[config.mk]
export PLATFORM = sky130hd
export DESIGN_NAME = control_teclado
export DESIGN_NICKNAME = d
export VERILOG_FILES = /design/src/rtl/kbd_pkg.sv /design/src/rtl/kbd_fifo.sv /design/src/rtl/control_teclado.sv
export SDC_FILE = /design/constraint.sdc
export NUM_CORES = 1
export LEC_CHECK = 0
export BUFFER_PORTS_ARGS = -buffer_cell sky130_fd_sc_hd__buf_2
export CAP_MARGIN = 20
export CORE_MARGIN = 2
export CORE_UTILIZATION = 50
export DETAILED_ROUTE_END_ITERATION = 8
export GPL_TIMING_DRIVEN = 0
export PLACE_DENSITY = 0.68
export SYNTH_ARGS = -nofsm -noshare
export SYNTH_HDL_FRONTEND = slang
export SYNTH_HIERARCHICAL = 1
export SYNTH_SLANG_ARGS = --single-unit
[constraint.sdc]
create_clock -name clk -period 3.3 [get_ports clk]
set_clock_uncertainty 0.15 [all_clocks]
set_input_delay 0.495 -clock clk [delete_from_list [all_inputs] [get_ports clk]]
set_output_delay 0.495 -clock clk [all_outputs]
set_load 0.01 [all_outputs]
[src/rtl/kbd_pkg.sv]
// kbd_pkg: shared FSM state type, code-width helper and reset column for the keypad scanner
package kbd_pkg;
    typedef enum logic [1:0] {SCAN, CONFIRM, HELD} state_t;
    localparam int unsigned COL_RST = 1;
    function automatic int code_w(input int width);
        return 2 * $clog2(width);
    endfunction
endpackage

[src/rtl/kbd_fifo.sv]
// kbd_fifo: synchronous FIFO with registered head and a one-cycle drop pulse
//   push/din  : write request and data; dropped when full unless popped the same cycle
//   pop       : consume the head (ignored when empty)
//   dout      : head entry, read from storage registers
//   empty     : no entries stored
//   drop      : high the cycle after a push was discarded
module kbd_fifo #(
    parameter int DEPTH  = 4,
    parameter int DATA_W = 4
) (
    input  logic              clk,
    input  logic              rst,
    input  logic              push,
    input  logic              pop,
    input  logic [DATA_W-1:0] din,
    output logic [DATA_W-1:0] dout,
    output logic              empty,
    output logic              drop
);
    localparam int AW = DEPTH > 1 ? $clog2(DEPTH) : 1;
    logic [DATA_W-1:0] mem [DEPTH];
    logic [AW-1:0] wp, rp;
    logic [AW:0] cnt;
    logic full, do_push, do_pop;
    assign full    = cnt == (AW+1)'(DEPTH);
    assign empty   = cnt == '0;
    assign do_pop  = pop && !empty;
    // When full, the simultaneous pop frees the slot the write pointer aims at.
    assign do_push = push && (!full || do_pop);
    assign dout    = mem[rp];
    always_ff @(posedge clk) begin
        if (rst) begin
            wp   <= '0;
            rp   <= '0;
            cnt  <= '0;
            drop <= 1'b0;
            for (int i = 0; i < DEPTH; i++) mem[i] <= '0;
        end else begin
            drop <= push && !do_push;
            if (do_push) begin
                mem[wp] <= din;
                wp      <= wp == AW'(DEPTH-1) ? '0 : wp + 1'b1;
            end
            if (do_pop) rp <= rp == AW'(DEPTH-1) ? '0 : rp + 1'b1;
            cnt <= cnt + (AW+1)'(do_push) - (AW+1)'(do_pop);
        end
    end
endmodule

[src/rtl/control_teclado.sv]
// control_teclado: keypad matrix scanner with press/release debounce and key-code FIFO
//   fil       : raw row inputs (asynchronous, synchronized here)
//   col       : one-hot column drive
//   key_code  : FIFO head {row_idx, col_idx}; key_valid/key_ready handshake
//   overflow  : one-cycle pulse when an accepted key was dropped on a full FIFO
//   busy      : registered "not scanning" flag
module control_teclado
    import kbd_pkg::*;
#(
    parameter int WIDTH           = 4,
    parameter int SCAN_DIV        = 16,
    parameter int DEBOUNCE_PULSES = 3,
    parameter int FIFO_DEPTH      = 4,
    localparam int CODE_W         = code_w(WIDTH)
) (
    input  logic              clk,
    input  logic              rst,
    input  logic [WIDTH-1:0]  fil,
    output logic [WIDTH-1:0]  col,
    output logic [CODE_W-1:0] key_code,
    output logic              key_valid,
    input  logic              key_ready,
    output logic              overflow,
    output logic              busy
);
    localparam int IW = $clog2(WIDTH);
    localparam int DW = $clog2(SCAN_DIV);
    localparam int CW = $clog2(DEBOUNCE_PULSES + 1);
    state_t state, state_n;
    logic [WIDTH-1:0] fil_m, fil_s, col_n, rot;
    logic [DW-1:0] dw;
    logic [CW-1:0] cnt, cnt_n;
    logic [IW-1:0] row_idx, row_n, col_idx, ci_n, low_row, cur_ci;
    logic sample, push_r, push_n, hit, last, fifo_empty;
    assign sample = dw == DW'(SCAN_DIV - 1);
    assign rot    = {col[WIDTH-2:0], col[WIDTH-1]};
    assign hit    = fil_s[row_idx];
    assign last   = int'(cnt) + 1 == DEBOUNCE_PULSES;
    always_comb begin
        low_row = '0;
        cur_ci  = '0;
        // Descending scan so the lowest set row wins.
        for (int i = WIDTH - 1; i >= 0; i--) begin
            low_row = fil_s[i] ? IW'(i) : low_row;
            cur_ci  = col[i] ? IW'(i) : cur_ci;
        end
    end
    always_comb begin
        state_n = state;
        col_n   = col;
        cnt_n   = cnt;
        row_n   = row_idx;
        ci_n    = col_idx;
        push_n  = 1'b0;
        if (sample) begin
            case (state)
                SCAN: begin
                    if (|fil_s) begin
                        row_n = low_row;
                        ci_n  = cur_ci;
                        if (DEBOUNCE_PULSES == 1) begin
                            push_n  = 1'b1;
                            cnt_n   = '0;
                            state_n = HELD;
                        end else begin
                            cnt_n   = CW'(1);
                            state_n = CONFIRM;
                        end
                    end else begin
                        col_n = rot;
                    end
                end
                CONFIRM: begin
                    if (hit) begin
                        push_n  = last;
                        cnt_n   = last ? '0 : cnt + 1'b1;
                        state_n = last ? HELD : CONFIRM;
                    end else begin
                        cnt_n   = '0;
                        col_n   = rot;
                        state_n = SCAN;
                    end
                end
                HELD: begin
                    if (hit) begin
                        cnt_n = '0;
                    end else begin
                        cnt_n   = last ? '0 : cnt + 1'b1;
                        col_n   = last ? rot : col;
                        state_n = last ? SCAN : HELD;
                    end
                end
                default: state_n = SCAN;
            endcase
        end
    end
    always_ff @(posedge clk) begin
        if (rst) begin
            fil_m   <= '0;
            fil_s   <= '0;
            dw      <= '0;
            state   <= SCAN;
            col     <= WIDTH'(COL_RST);
            cnt     <= '0;
            row_idx <= '0;
            col_idx <= '0;
            push_r  <= 1'b0;
            busy    <= 1'b0;
        end else begin
            fil_m   <= fil;
            fil_s   <= fil_m;
            dw      <= sample ? '0 : dw + 1'b1;
            state   <= state_n;
            col     <= col_n;
            cnt     <= cnt_n;
            row_idx <= row_n;
            col_idx <= ci_n;
            push_r  <= push_n;
            busy    <= state != SCAN;
        end
    end
    kbd_fifo #(.DEPTH(FIFO_DEPTH), .DATA_W(CODE_W)) u_fifo (
        .clk   (clk),
        .rst   (rst),
        .push  (push_r),
        .pop   (key_ready),
        .din   ({row_idx, col_idx}),
        .dout  (key_code),
        .empty (fifo_empty),
        .drop  (overflow)
    );
    assign key_valid = !fifo_empty;
endmodule

# After elaboration in Yosys (flattened, before gate mapping)
# Memory sizes are Yosys's and may differ from the RTL's. A register that Yosys moved wholly into a read port is not among the register bits.
# Index checks and enable logic that the tools add are counted.
[op_classes]
n_addsub = 7
order_cmp = 1
eq_ne = 12
muxes = 37
bitwise = 3
n_reduce_logical = 19
[ops]
columns = ["operator", "n"]
rows = [
  ["$mux W2", 21],
  ["$mux W4", 5],
  ["$pmux W2 S3", 2],
  ["$pmux W4 S3", 1],
  ["$reduce_or A4 Y1", 3],
  ["$ne A2 B2 Y1 const B", 5],
  ["$reduce_and A3 Y1", 3],
  ["$mux W1", 7],
  ["$add A2 B1 Y2 const B", 3],
  ["$eq A2 B2 Y1 const B", 3],
  ["$reduce_and A6 Y1", 1],
  ["$add A4 B1 Y4 const B", 1],
  ["$eq A4 B4 Y1 const B", 1],
  ["$add A2 B1 Y3 const B", 1],
  ["$add A3 B1 Y3", 1],
  ["$eq A3 B2 Y1 const B", 1],
  ["$eq A3 B3 Y1 const B", 1],
  ["$logic_and A1 B1 Y1", 3],
  ["$logic_not A1 Y1", 3],
  ["$logic_not A3 Y1", 1],
  ["$lt A2 B3 Y1 const B", 1],
  ["$not A1 Y1", 3],
  ["$reduce_bool A3 Y1", 1],
  ["$sub A3 B1 Y3", 1],
  ["other kinds (6)", 6],
]
[word_totals]
ff_bits = 34
mem_bits_rw = 16
out_inout_bits = 11
elab_cells = 94
n_memories = 1
[mem_list]
columns = ["memory", "words", "width", "rd", "rd_clocked_by_memory_dff", "wr", "line_no", "rtl"]
rows = [
  ["u_fifo.mem", 4, 4, 1, 1, 4, "kbd_fifo.sv:21", "logic [DATA_W-1:0] mem [DEPTH];"],
]

# Logic depth before layout (Yosys ltp)
# Gate-level depths: netlist (run 1).
[logic_depth]
depth_word = 10
depth_mapped = 11
ltp_nobuf = 10

# By module
# The synthesis (run 1) kept the hierarchy.
[modules_own_cells]
columns = ["module", "n_inst", "cells_per_inst", "area_each_um2"]
rows = [
  ["kbd_fifo", 1, 95, 1184.9],
  ["control_teclado", 1, 117, 1149.9],
]

# Worst setup path after synthesis (run 1)
# Ideal clock, no wire load.
[synth_timing]
kind = "input -> register"
from = "in key_ready"
to = "reg u_fifo.cnt[2]"
setup_ps = 78
t_arrival_ps = 2411
path_slack_ps = 661
stages = 11
n_path_buf = 1
cell_sequence = "or4b_1 buf_6 nand2_4 ha_1 inv_1 ha_1 inv_1 fa_1 xor2_1 and2_1 nor3_1"
[synth_between]
elab_chain_len = 5
[synth_lines]
columns = ["element", "line_no", "rtl"]
rows = [
  ["from (decl)", "control_teclado.sv:22", "input logic key_ready,"],
  ["$logic_and A1 B1 Y1 (*)", "kbd_fifo.sv:27", "assign do_pop = pop && !empty;"],
  ["$logic_or A1 B1 Y1", "kbd_fifo.sv:29", "assign do_push = push && (!full || do_pop);"],
  ["$logic_and A1 B1 Y1", "kbd_fifo.sv:29", ""],
  ["$add A3 B1 Y3", "kbd_fifo.sv:45", "cnt <= cnt + (AW+1)'(do_push) - (AW+1)'(do_pop);"],
  ["$sub A3 B1 Y3 (*)", "kbd_fifo.sv:45", ""],
  ["to (signal assigned)", "kbd_fifo.sv:45", ""],
  ["to (decl)", "kbd_fifo.sv:23", "logic [AW:0] cnt;"],
]
# Mark *: on every way between the ends. The rest lies on a longest branch, timed or not.
# A chain may end at the register's enable or synchronous reset.

# Worst setup path in the final report (run 1)
[layout_timing]
from = "reg u_fifo.cnt[1]"
to = "reg u_fifo.cnt[2]"
[layout_between]
elab_chain_len = 7
[layout_lines]
columns = ["element", "line_no", "rtl"]
rows = [
  ["$logic_not A3 Y1", "kbd_fifo.sv:26", "assign empty = cnt == '0;"],
  ["$logic_not A1 Y1", "kbd_fifo.sv:27", ""],
  ["$logic_and A1 B1 Y1", "kbd_fifo.sv:27", ""],
  ["$logic_or A1 B1 Y1", "kbd_fifo.sv:29", ""],
  ["$logic_and A1 B1 Y1", "kbd_fifo.sv:29", ""],
  ["$add A3 B1 Y3", "kbd_fifo.sv:45", ""],
  ["$sub A3 B1 Y3 (*)", "kbd_fifo.sv:45", ""],
]
# Marks and branches as above.

==> flow_metrics.tcl, run 1 <==
set metrics [dict create \
    min_period_ps 2690 \
    syn2layout_area_growth_pct 9.81 \
    ctsHoldBuffers 0 \
    max-cap-violations 0 \
    yosysWarnings 6 \
    start_kind "flop" \
    status "finished, final reports clean" \
    grt_pass1_wl_um 6710 \
    synthCells 212 \
    std_cell_rows 24 \
    layout_commonest_cell "dfxtp_1" \
    antenna_found_initial 0 \
    drt_iter0_markers 50 \
    clk_latency_ps 300 \
    via_per_inst 5.42 \
    required_ps 3380 \
    synth_top_area_share_pct 30.9 \
    drc_errors 0 \
    fin_area_um2 2560 \
    synth_compound_area_share_pct 9.43 \
    fp.dieW_um 72.3 \
    die_area_um2 5230 \
    fin_setup_tns_ps 0 \
    fin_ws_ps 615 \
    cts_root_buf "clkbuf_8" \
    crit_fanout 7 \
    layout_common_cells "dfxtp_1, nor2_1, buf_2" \
    synthesis.area_um2 2330 \
    ys_ff_latch 52 \
    powerDensity_nw_per_um2 512 \
    async_flop_share_pct 0 \
    drive_gt1_share_pct 16.9 \
    initial_core_util_pct 52.9 \
    slew_violations 0 \
    synthAdderAreaFrac_pct 6.22 \
    synth_cell_types 48 \
    rsz0062_at_grt "no" \
    place_area_um2 2480 \
    postCtsSetupBuffers 0 \
    core_um2 4410 \
    dp_worst_setup_slack_ps 441 \
    slew_headroom_pct 53.5 \
    postRouteAntennaNets 0 \
    synth_top_family_by_area "simple AND/OR/NAND/NOR gates" \
    finalPower_mw 1.31 \
    hold_slack_ps 248 \
    numCtsBuffers 5 \
    muxShareOfSynthArea_pct 8.74 \
    avgSynthCellArea_um2 11.0 \
    nFillCells 401 \
    synth.largest_area_cell "dfxtp_1" \
    via_count 1560 \
    crit_type "reg -> reg" \
    firstDrtPassIters 4 \
    worst_ir_drop_vdd_uv 305 \
    die_h_um 72.3 \
    wl_per_cell_um 13.1 \
    grt_max_degree 16 \
    clock_path_buffers 2 \
    tightestPinTransition_ps 692 \
    drt-total-wl_um 3790 \
    synth-main-ff-cell "dfxtp_1" \
    hold_viol 0 \
    critPathArrivalTime_ps 2760 \
    ys_seq_area_share_pct 51.4 \
    synth_xor_area_share_pct 0.750 \
    cts_resized 0 \
    period_share_pct 81.4 \
    n_antenna_cell 0 \
    num-nets-final 253 \
    synth-simple-area-share_pct 18.9 \
    syn_nets 230 \
    track_usage_pct 16.4 \
    port_buffers 16 \
    grt_pass1_vias 1535 \
    overflow 0 \
    setup_viol 0 \
    dpl.hpwl_um 2800 \
    max_freq_mhz 372 \
    hold_class "in -> reg" \
    synth_edf_count 16 \
    place_congestion 0.810 \
    leakage_nw 1.00 \
    synth_area_leaders "dfxtp_1, edfxtp_1, ha_1" \
    cts_sinks 52 \
    crit_path_end_kind "flop" \
    cts_tree "done" \
    h-tree-depth 2 \
    io_pins 18 \
    clk_pin_slew_ps 90 \
]
-- cells by family (layout without fill, tap and decap cells) --
group,after synthesis,in the layout
AND/OR/NAND/NOR,76,76
buffers and inverters,24,48
flip-flops,52,52
AO/OA/AOI/OAI,33,33
adder cells (fa/ha/maj),11,11
multiplexers,14,14
XOR/XNOR,2,2
-- cells in the mapped netlist (all sizes together), types with 6 or more instances --
library cell	number
a21oi	10
nand2	7
nor2b	10
edfxtp	16
dfxtp	36
nand2b	7
nor3	9
nand3	6
o21ai	9
ha	10
inv	16
mux2i	8
nor2	24
-- registers in the layout (all words and copies together), names as in the netlist, named ones only --
signal,cells
u_fifo/mem,16
col,4
dw,4
fil_m,4
fil_s,4
u_fifo/cnt,3
cnt,2
col_idx,2
row_idx,2
state,2
u_fifo/rp,2
u_fifo/wp,2
busy,1
push_r,1
u_fifo/drop,1
-- through the flow --
step,cells,util (%)
after floorplan,212,-
after global placement,280,56.2
after detailed placement,280,56.2
after CTS,288,58.1
after global routing,288,58.1
final,288,58.1
-- worst max-delay path: stages (launching register included) --
cell,delay (ps)
dfxtp_1,380
or4b_1,560
buf_6,160
nand2_4,90
ha_1,230
inv_1,50
ha_1,130
inv_1,40
fa_1,370
xor2_1,160
and2_1,170
nor3_1,120
-- layout make-up --
type,count,area (um^2),share of cell area [%]
inverters,16,60.1,2.34
plain buffers,8,46.3,1.81
flip-flops and latches,52,1200,46.9
repair buffers,16,80.1,3.12
well taps,52,65.1,2.54
clock buffers,6,72.6,2.83
clock inverters,2,11.3,0.439
multi-input cells,136,1030,40.1
-- worst paths after layout --
path | slack, ps | depth (start not counted) | from | end
min reg2reg | 290 | 1 | fil_m[0] | fil_s[0]
min | 250 | 2 | fil[2] | fil_m[2]
max | 610 | 11 | u_fifo/cnt[1] | u_fifo/cnt[2]
max reg2reg | 610 | 11 | u_fifo/cnt[1] | u_fifo/cnt[2]
-- metal layers --
layer  track usage (%)  routed length [um]  vias up
li1                  -                   -      795
met1              19.0                1670      734
met2              29.1                1940       24
met3              4.17                 120        7
met4              6.29                  62        0
met5                 0                   0        -
-- where the power goes --
group | switching [mW] | leakage (nW) | internal, mW
combinational | 0.107 | 0.504 | 0.113
sequential | 0.0485 | 0.459 | 0.701
clock | 0.195 | 0.0388 | 0.147
Power figures use the tool's default switching activity.
==> run 2: changes to the inputs <==
--- a/config.mk
+++ b/config.mk
@@ -5,6 +5,7 @@
 export SDC_FILE = /design/constraint.sdc
 export NUM_CORES = 1
 export LEC_CHECK = 0
+export ABC_AREA = 1
 export BUFFER_PORTS_ARGS = -buffer_cell sky130_fd_sc_hd__buf_2
 export CAP_MARGIN = 20
 export CORE_MARGIN = 2
==> constraint.sdc (replaced) <==
create_clock -name clk -period 2.8 [get_ports clk]
set_clock_uncertainty 0.15 [all_clocks]
set_input_delay 0.42 -clock clk [delete_from_list [all_inputs] [get_ports clk]]
set_output_delay 0.42 -clock clk [all_outputs]
set_load 0.01 [all_outputs]
==> run 2 against run 1 <==
First-iteration DRC count up 36%. Critical path depth up 2. Synthesized area up 5.8%. Critical path type unchanged.
==> flow_metrics.tcl, run 2 <==
set metrics [dict create \
    status "finished, final reports clean" \
    num-nets-final 339 \
    via_per_inst 4.91 \
    postCtsSetupBuffers 0 \
    min_period_ps 2130 \
    max-cap-violations 0 \
    synthesis.area_um2 2470 \
    tightestPinTransition_ps 380 \
    clk_latency_ps 300 \
    synthMostInstantiatedCell "nor2_1" \
    fp.dieW_um 74.3 \
    syn_nets 315 \
    synth_cell_types 30 \
    synth_area_leaders "dfxtp_1, edfxtp_1, nor2_1" \
    drive_gt1_share_pct 15.2 \
    wl_per_cell_um 10.8 \
    slew_violations 0 \
    clk_pin_slew_ps 90 \
    die_h_um 74.3 \
    cts_resized 0 \
    slew_headroom_pct 74.6 \
    synth_edf_count 16 \
    crit_fanout 10 \
    core_um2 4750 \
    grt_pass1_vias 1770 \
    dpl.hpwl_um 3110 \
    synthCells 297 \
    leakage_nw 1.17 \
    yosys-top-cells-count "nor2_1, inv_1, nand2_1, dfxtp_1, edfxtp_1" \
    syn2layout_area_growth_pct 12.2 \
    initial_core_util_pct 51.9 \
    setup_viol 0 \
    avgSynthCellArea_um2 8.32 \
    layout_common_cells "nor2_1, inv_1, nand2_1" \
    drt-total-wl_um 4210 \
    synth_top_area_share_pct 29.2 \
    synth-main-ff-cell "dfxtp_1" \
    overflow 0 \
    place_congestion 0.816 \
    drt_iter0_markers 68 \
    hold_slack_ps 161 \
    cts_tree "done" \
    critPathArrivalTime_ps 2190 \
    largest_register "u_fifo/mem" \
    worst_ir_drop_vdd_uv 358 \
    numCtsBuffers 5 \
    layout_commonest_cell "nor2_1" \
    required_ps 2850 \
    worstPathCellList "nor2_2 > nand2_1 > buf_6 > nand2_2 > ha_1 > inv_1 > ha_1 > inv_1 > fa_1 > inv_1 > nand2_1 > nand2_1 > nor2_1" \
    fin_setup_tns_ps 0 \
    antenna_found_initial 0 \
    io_pins 18 \
    crit_type "reg -> reg" \
    postRouteAntennaNets 0 \
    ctsHoldBuffers 0 \
    via_count 1910 \
    n_antenna_cell 0 \
    track_usage_pct 17.1 \
    yosysWarnings 6 \
    die_area_um2 5520 \
    ys_ff_latch 52 \
    nFillCells 451 \
    max_freq_mhz 469 \
    critPathSlowestCell "dfxtp_1" \
    port_buffers 17 \
    period_share_pct 76.2 \
    cts_sinks 52 \
    hold_class "in -> reg" \
    h-tree-depth 2 \
    rsz0062_at_grt "no" \
    std_cell_rows 25 \
    drc_errors 0 \
    crit_path_end_kind "flop" \
    ys_seq_area_share_pct 48.6 \
    firstDrtPassIters 5 \
    cts_root_buf "clkbuf_8" \
    synth.largest_area_cell "dfxtp_1" \
    slowest_delay_ps 390 \
    place_area_um2 2640 \
    grt_pass1_wl_um 7200 \
    clock_path_buffers 2 \
    powerDensity_nw_per_um2 663 \
    grt_max_degree 17 \
    largest_reg_flops 16 \
    start_kind "flop" \
    hold_viol 0 \
    fin_area_um2 2770 \
    async_flop_share_pct 0 \
]
run 2: final timing paths:
check | startpoint | to | slack (ps) | cells after the start
worst max register to register | u_fifo/cnt[1] | u_fifo/cnt[2] | 670 | 13
worst max-delay path | u_fifo/cnt[1] | u_fifo/cnt[2] | 670 | 13
worst min-delay path | fil[1] | fil_m[1] | 160 | 3
worst min register to register | fil_m[3] | fil_s[3] | 260 | 2
run 2: power breakdown:
group          switching [mW]  internal [mW]  total [mW]
sequential             0.0369          0.834       0.871
combinational           0.227          0.146       0.374
clock                   0.237          0.357       0.594
run 2: cells by family after synthesis:
family	share of synthesized area, %
simple gates	29.1
flops	48.6
buf+inv	9.02
compound gates	7.35
fa+ha+maj	5.88
run 2: routing by layer:
metal  GRT usage [%]  part of all wire [%]  vias to the layer above
met5               0                     0                        -
met4            6.35                   1.9                        0
met3            5.01                   4.5                        8
met2            29.2                    47                       44
met1            20.7                    46                      866
li1                -                     -                      992
run 2: worst max-delay path, delay by kind of cell (launching register included):
kind | cells | cell delay [ps]
adder cells (fa/ha/maj) | 3 | 770
buffers and inverters | 4 | 340
flip-flops | 1 | 390
AND/OR/NAND/NOR | 6 | 390
run 2: metrics by stage:
stage | instances | power (mW) | util (%) | setup WS (ps)
3_5_place_dp | 381 | 1.26 | 55.5 | 489
6_report | 389 | 1.84 | 58.3 | 668
4_1_cts | 389 | 1.86 | 58.3 | 648
3_3_place_gp | 381 | 1.25 | 55.5 | 509
5_1_grt | 389 | 1.95 | 58.3 | 471
2_1_floorplan | 297 | 1.15 | - | 760
run 2: final cells by class:
type	instances	area (um^2)	area share, %
Tap cell	67	83.8	3.02
Clock buffer	6	72.6	2.62
Buffer	4	23.8	0.858
Sequential cell	52	1200	43.3
Multi-Input combinational cell	188	1050	37.7
Timing Repair Buffer	17	85.1	3.07
Clock inverter	2	60.1	2.17
Inverter	53	199	7.18
